File: src/rtl/updown_count_decoder.sv
// Recovers counting direction from an observed up/down counter bus, flags and counts illegal steps.
// Optional macro UPDOWN_DEC_STRICT_HOLD_EN: a repeated value while locked is treated as an illegal step.
module updown_count_decoder #(
  parameter int WIDTH = 4,
  parameter int ERR_W = 8
) (
  input  logic             clock,
  input  logic             reset,
  input  logic [WIDTH-1:0] count,
  output logic             mode,
  output logic             mode_valid,
  output logic             step_err,
  output logic             rev_pulse,
  output logic [ERR_W-1:0] err_count
);

  typedef enum logic [1:0] {
    ST_EMPTY = 2'd0,
    ST_ACQ   = 2'd1,
    ST_LOCK  = 2'd2
  } state_e;

  typedef enum logic [1:0] {
    STEP_HOLD = 2'd0,
    STEP_UP   = 2'd1,
    STEP_DOWN = 2'd2,
    STEP_BAD  = 2'd3
  } step_e;

  localparam logic [WIDTH-1:0] DELTA_ZERO = {WIDTH{1'b0}};
  localparam logic [WIDTH-1:0] DELTA_UP   = {{(WIDTH-1){1'b0}}, 1'b1};
  localparam logic [WIDTH-1:0] DELTA_DOWN = {WIDTH{1'b1}};
  localparam logic [ERR_W-1:0] ERR_MAX    = {ERR_W{1'b1}};
  localparam logic [ERR_W-1:0] ERR_ONE    = {{(ERR_W-1){1'b0}}, 1'b1};

  state_e           state_q, state_d;
  logic [WIDTH-1:0] prev_q;
  logic             mode_q, mode_d;
  logic             valid_q, valid_d;
  logic             step_err_q, step_err_d;
  logic             rev_q, rev_d;
  logic [ERR_W-1:0] err_q, err_d;
  logic [WIDTH-1:0] delta_s;
  step_e            step_s;
  logic             fault_s;

  assign delta_s = count - prev_q;

  always_comb begin
    step_s = STEP_BAD;
    if (delta_s == DELTA_ZERO) begin
      step_s = STEP_HOLD;
    end else if (delta_s == DELTA_UP) begin
      step_s = STEP_UP;
    end else if (delta_s == DELTA_DOWN) begin
      step_s = STEP_DOWN;
    end else begin
      step_s = STEP_BAD;
    end
  end

  always_comb begin
    state_d    = state_q;
    mode_d     = mode_q;
    valid_d    = valid_q;
    step_err_d = 1'b0;
    rev_d      = 1'b0;
    fault_s    = 1'b0;
    case (state_q)
      ST_EMPTY: state_d = ST_ACQ;
      ST_ACQ: begin
        case (step_s)
          STEP_UP: begin
            mode_d  = 1'b1;
            valid_d = 1'b1;
            state_d = ST_LOCK;
          end
          STEP_DOWN: begin
            mode_d  = 1'b0;
            valid_d = 1'b1;
            state_d = ST_LOCK;
          end
          STEP_BAD: fault_s = 1'b1;
          default:  fault_s = 1'b0;
        endcase
      end
      ST_LOCK: begin
        // Locking from ACQ never counts as a reversal; only a flip while locked does.
        case (step_s)
          STEP_UP: begin
            mode_d = 1'b1;
            rev_d  = ~mode_q;
          end
          STEP_DOWN: begin
            mode_d = 1'b0;
            rev_d  = mode_q;
          end
`ifdef UPDOWN_DEC_STRICT_HOLD_EN
          STEP_HOLD: fault_s = 1'b1;
`else
          STEP_HOLD: fault_s = 1'b0;
`endif
          default: fault_s = 1'b1;
        endcase
      end
      default: state_d = ST_EMPTY;
    endcase
    if (fault_s) begin
      step_err_d = 1'b1;
      valid_d    = 1'b0;
      state_d    = ST_ACQ;
    end else begin
      step_err_d = 1'b0;
    end
    if (fault_s && (err_q != ERR_MAX)) begin
      err_d = err_q + ERR_ONE;
    end else begin
      err_d = err_q;
    end
  end

  always_ff @(posedge clock) begin
    if (reset) begin
      state_q    <= ST_EMPTY;
      prev_q     <= {WIDTH{1'b0}};
      mode_q     <= 1'b0;
      valid_q    <= 1'b0;
      step_err_q <= 1'b0;
      rev_q      <= 1'b0;
      err_q      <= {ERR_W{1'b0}};
    end else begin
      state_q    <= state_d;
      prev_q     <= count;
      mode_q     <= mode_d;
      valid_q    <= valid_d;
      step_err_q <= step_err_d;
      rev_q      <= rev_d;
      err_q      <= err_d;
    end
  end

  assign mode       = mode_q;
  assign mode_valid = valid_q;
  assign step_err   = step_err_q;
  assign rev_pulse  = rev_q;
  assign err_count  = err_q;

endmodule
File: config.mk
export PLATFORM = sky130hd
export DESIGN_NAME = updown_count_decoder
export DESIGN_NICKNAME = d
export VERILOG_FILES = /design/src/rtl/updown_count_decoder.sv
export SDC_FILE = /design/constraint.sdc
export NUM_CORES = 1
export LEC_CHECK = 0
export CELL_PAD_IN_SITES_DETAIL_PLACEMENT = 1
export CELL_PAD_IN_SITES_GLOBAL_PLACEMENT = 2
export CORE_AREA = 5 5 64 66
export DETAILED_ROUTE_END_ITERATION = 16
export DIE_AREA = 0 0 69 71
export HOLD_SLACK_MARGIN = 0.12
export PLACE_DENSITY_LB_ADDON = 0.1
export SLEW_MARGIN = 20
export SYNTH_ARGS = -nofsm -noshare
export SYNTH_HDL_FRONTEND = slang
export SYNTH_SLANG_ARGS = --single-unit
export TNS_END_PERCENT = 20
File: constraint.sdc
create_clock -name clock -period 3.5 [get_ports clock]
set_clock_uncertainty 0.15 [all_clocks]
set_input_delay 0.7 -clock clock [delete_from_list [all_inputs] [get_ports clock]]
set_output_delay 0.7 -clock clock [all_outputs]
set_load 0.02 [all_outputs]
==> results_tabular.tex <==
\begin{tabular}{lr}
\hline
Metric & Value \\
\hline
\multicolumn{2}{l}{\textbf{Clock network}} \\
\quad Total clock buffers created by CTS & 3 \\
\quad Post-CTS clock slew at the launch and capture registers of the worst setup and hold paths & 0.11 ns \\
\quad Clock insertion delay at the later pin of the skew report & 0.29 ns \\
\quad Sink Count & 18 \\
\quad Clock tree from TritonCTS & built \\
\quad Clock Tree Root & sky130\_fd\_sc\_hd\_\_clkbuf\_4 \\
\quad Hold buffer count at cts & 0 \\
\quad Largest buffer count on any clock path & 2 \\
\quad H-tree depth & 1 \\
\multicolumn{2}{l}{\textbf{STA}} \\
\quad Max-slew headroom at the worst pin & 0.5372 \\
\quad Setup repair after global routing missed its margin & no \\
\quad Total count of hold-check failures in the final report & 0 \\
\quad Share of the cycle needed by the critical path after routing & 0.9648 \\
\quad Tightest Pin Transition & 0.6921 ns \\
\quad Total of endpoints with negative setup slack in the final report & 0 \\
\quad Final slew viol count & 0 \\
\quad Fmax & 296.1 MHz \\
\quad Worst setup margin & 0.1232 ns \\
\quad Min Clock Period, post-route & 3.377 ns \\
\multicolumn{2}{l}{\textbf{Power}} \\
\quad Fraction of power consumed by sequential logic & 0.393 \\
\quad Net switching power of the design & 0.0002060 W \\
\quad Peak supply drop & 0.0001849 V \\
\quad Power density over the cells & 455.6 nW/um\^{}2 \\
\quad Total power & 0.0006099 W \\
\quad Comb pwr share & 0.389 \\
\quad P\_int & 0.0004039 W \\
\quad Share of power burned in the clock network & 0.218 \\
\quad Switching share of total power & 0.3377 \\
\quad Static Leak & 0.5393 nW \\
\multicolumn{2}{l}{\textbf{Floorplanning}} \\
\quad Vertical extent of the die & 71 um \\
\quad Horiz. Die Dim & 69 um \\
\quad Floorplan row count & 22 \\
\quad Core region area & 3523 um\^{}2 \\
\quad Number of ports placed on the die boundary & 18 \\
\quad Effective utilization at floorplan & 0.2784 \\
\quad Area of the die & 4899 um\^{}2 \\
\multicolumn{2}{l}{\textbf{Logic synthesis}} \\
\quad Cell types with the largest area share after synthesis & sky130\_fd\_sc\_hd\_\_dfxtp\_1 (37\%), sky130\_fd\_sc\_hd\_\_ha\_1 (14\%), sky130\_fd\_sc\_hd\_\_nor2\_1 (4.2\%) \\
\quad Post-synth ARST share & 0 \\
\quad Cell type contributing the most total cell area after synthesis & sky130\_fd\_sc\_hd\_\_dfxtp\_1 \\
\quad Syn Inst Count & 108 \\
\quad Number of nets produced by synthesis & 126 \\
\quad Total number of yosys warnings & 0 \\
\quad Flip-flop cell with the highest count after synthesis & sky130\_fd\_sc\_hd\_\_dfxtp\_1 \\
\quad Library cell with the highest instance count after synthesis & sky130\_fd\_sc\_hd\_\_dfxtp\_1 \\
\quad Area of the mapped netlist & 980.9 um\^{}2 \\
\quad Post-synthesis area per instance & 9.083 um\^{}2 \\
\quad Proportion of synthesized chip area in sequential cells & 0.3673 \\
\quad Top cells by count, synth & sky130\_fd\_sc\_hd\_\_dfxtp\_1 (18), sky130\_fd\_sc\_hd\_\_ha\_1 (11), sky130\_fd\_sc\_hd\_\_nor2\_1 (11), sky130\_fd\_sc\_hd\_\_inv\_1 (9), sky130\_fd\_sc\_hd\_\_a21oi\_1 (8) \\
\quad Area share of the leading cell type in the synthesized netlist & 0.3673 \\
\quad Number of enable-type register cells in the synthesized netlist & 0 \\
\quad Number of different library cells in the post-synthesis netlist & 29 \\
\quad Number of synthesized register bits & 18 \\
\multicolumn{2}{l}{\textbf{Min path}} \\
\quad Worst Hold Class & reg2reg \\
\multicolumn{2}{l}{\textbf{Placement}} \\
\quad Post-detail-place hpwl & 1.765 mm \\
\quad Count of buffers from port buffering & 17 \\
\quad GPL Wtd Cong & 0.7419 \\
\quad Pre-CTS setup slack & -0.4037 ns \\
\multicolumn{2}{l}{\textbf{Global route}} \\
\quad Overall fraction of global-route tracks in use & 0.1003 \\
\quad GRT met1 Usage & 0.1220 \\
\quad Maximum number of pins on one net before global-route repair & 19 \\
\quad Global route overflow & 0 \\
\quad Number of global-route vias before repair & 886 \\
\quad GRT met3 Usage & 0.02699 \\
\quad Layer with the highest usage & met2 \\
\quad GR Layer Usage met2 & 0.1621 \\
\quad Global-route wire length before repair & 3.981 mm \\
\quad Antenna violations before repair & 0 \\
\multicolumn{2}{l}{\textbf{Setup path}} \\
\quad Critical path's slowest cell & sky130\_fd\_sc\_hd\_\_clkdlybuf4s50\_1 \\
\quad Maximum single-stage delay on the critical path & 0.48 ns \\
\quad Kind of start point of the critical path & input port \\
\quad Crit-path cells & clkdlybuf4s50\_1 -> inv\_1 -> fa\_2 -> xor2\_1 -> or3\_1 -> mux2\_4 -> ha\_2 -> a22o\_4 -> o211ai\_1 -> mux2i\_1 -> nor2\_1 \\
\quad Buffers \& Inverters on Critical Path & 2 \\
\quad Reg-to-reg setup timing slack & 0.64 ns \\
\quad Type of the setup path with the least slack & in2reg \\
\quad Arrival @ worst endpoint & 3.40 ns \\
\quad Nature of the critical path endpoint & register \\
\quad Required time of the worst setup path & 3.52 ns \\
\quad Critical path peak fanout & 6 \\
\quad Crit-path leading delay family & adder cells \\
\multicolumn{2}{l}{\textbf{Drt}} \\
\quad Total via count after detailed routing & 849 \\
\quad DRC marker count from the first detailed-route iteration & 29 \\
\quad Post-DR vias/cell & 4.614 \\
\quad Count of TritonRoute iterations in the first routing pass & 5 \\
\quad Final wirelength & 2.272 mm \\
\quad Number of remaining DRC errors & 0 \\
\quad Post-route antenna net violation count & 0 \\
\quad Post-detailed-route wirelength per cell & 12.35 um \\
\multicolumn{2}{l}{\textbf{Final layout}} \\
\quad Number of nets in the final layout & 155 \\
\quad Layout cells sized above 1 & 0.1618 \\
\quad Area growth from synthesis to layout & 36.48\% \\
\quad Fillers & 436 \\
\quad Antenna Diode Count & 0 \\
\multicolumn{2}{l}{\textbf{Flow run}} \\
\quad Max\_cap viols & 0 \\
\multicolumn{2}{l}{\textbf{Outcome}} \\
\quad Status & complete, no violations \\
\hline
\end{tabular}
==> tightest hold or removal path: cells and delay by family, from the launching register on <==
family | cells | cell delay, ns
compound gates | 1 | 0.11
flops | 1 | 0.33
simple gates | 1 | 0.05
==> stage by stage <==
step	instances	util	hold slack, ns	area, um^2	setup TNS [ns]
after global routing	184	0.3800	0.4113	1339	0
after detailed placement	179	0.3587	0.3621	1264	-3.095
after global placement	179	0.3587	0.3465	1264	-2.557
final	184	0.3800	0.3686	1339	0
after floorplan	108	-	0.3510	980.9	0
after CTS	183	0.3714	0.3793	1309	0
==> cells by family (layout without fill, tap and decap cells) <==
kind of cell | Yosys count | after routing | synth area share
flip-flops | 18 | 18 | 0.3674
AO/OA/AOI/OAI | 18 | 18 | 0.1326
adder cells (fa/ha/maj) | 12 | 12 | 0.1607
AND/OR/NAND/NOR | 39 | 39 | 0.2003
multiplexers | 5 | 5 | 0.05230
XOR/XNOR | 5 | 5 | 0.04465
buffers and inverters | 11 | 39 | 0.04209
==> cell type report <==
class / count / area (um^2) / share of cell area
Sequential cell: 18 / 360.3 / 0.2692
Tap cell: 48 / 60.06 / 0.04486
Multi-Input combinational cell: 79 / 608.1 / 0.4542
Timing Repair Buffer: 26 / 240.2 / 0.1794
Inverter: 9 / 33.78 / 0.02523
Clock buffer: 4 / 36.28 / 0.02710
==> power groups by stage <==
stage,Clock [W],Sequential [W],Combinational [W]
after floorplan,0,0.000256,0.000136
after global placement,0,0.000244,0.000227
after detailed placement,0,0.000245,0.000229
after CTS,0.000143,0.000240,0.000236
after global routing,0.000151,0.000243,0.000263
final,0.000133,0.000240,0.000237
==> sequential cells by signal (all words and copies together), names as in the netlist <==
signal,count
err_count,8
mode,1
mode_valid,1
prev_q,4
rev_pulse,1
state_q,2
step_err,1
==> placed cells by master (no fill, tap or decap), drive strengths merged <==
cell           netlist  layout
buf                  0       9
mux2                 1       1
a211oi               3       3
and3                 4       4
inv                  9       9
nand4                2       2
clkdlybuf4s50        0      16
nor2                11      11
a22o                 1       1
ha                  11      11
o2111ai              1       1
nor3                 5       5
clkbuf               2       4
fa                   1       1
nor3b                1       1
o2111a               1       1
o22ai                1       1
o211ai               1       1
mux2i                4       4
dfxtp               18      18
nor2b                3       3
o21ai                2       2
or3                  2       2
dlymetal6s2s         0       1
a21oi                8       8
nand3                4       4
xnor2                3       3
and4                 1       1
and2                 1       1
xor2                 2       2
nand2                5       5
==> per-layer routing <==
metal  up-vias  wire [um]  share of wire
li1        436          -              -
met1       400       1117           0.49
met2        11       1056           0.46
met3         2         74          0.033
met4         0         24          0.011
met5         -          0              0
==> final timing paths <==
| kind | startpoint | to | cells past startpoint |
|---|---|---|---|
| setup / recovery | count[1] | err_count[1]$_SDFFE_PP0P_ | 11 |
| hold / removal | mode_valid$_SDFFE_PP0P_ | mode_valid$_SDFFE_PP0P_ | 2 |
| setup reg to reg | prev_q[0]$_SDFF_PP0_ | err_count[1]$_SDFFE_PP0P_ | 10 |
| hold reg to reg | mode_valid$_SDFFE_PP0P_ | mode_valid$_SDFFE_PP0P_ | 2 |
==> timing repair <==
item / in CTS / in global routing
endpoints found under the setup margin: 3 / 10
pin swaps: 0 / 3
gates resized for setup: 4 / 6
setup buffers: 0 / 1
endpoints found under the hold margin: 0 / 0
No activity file was read; power rests on OpenSTA's default activity.
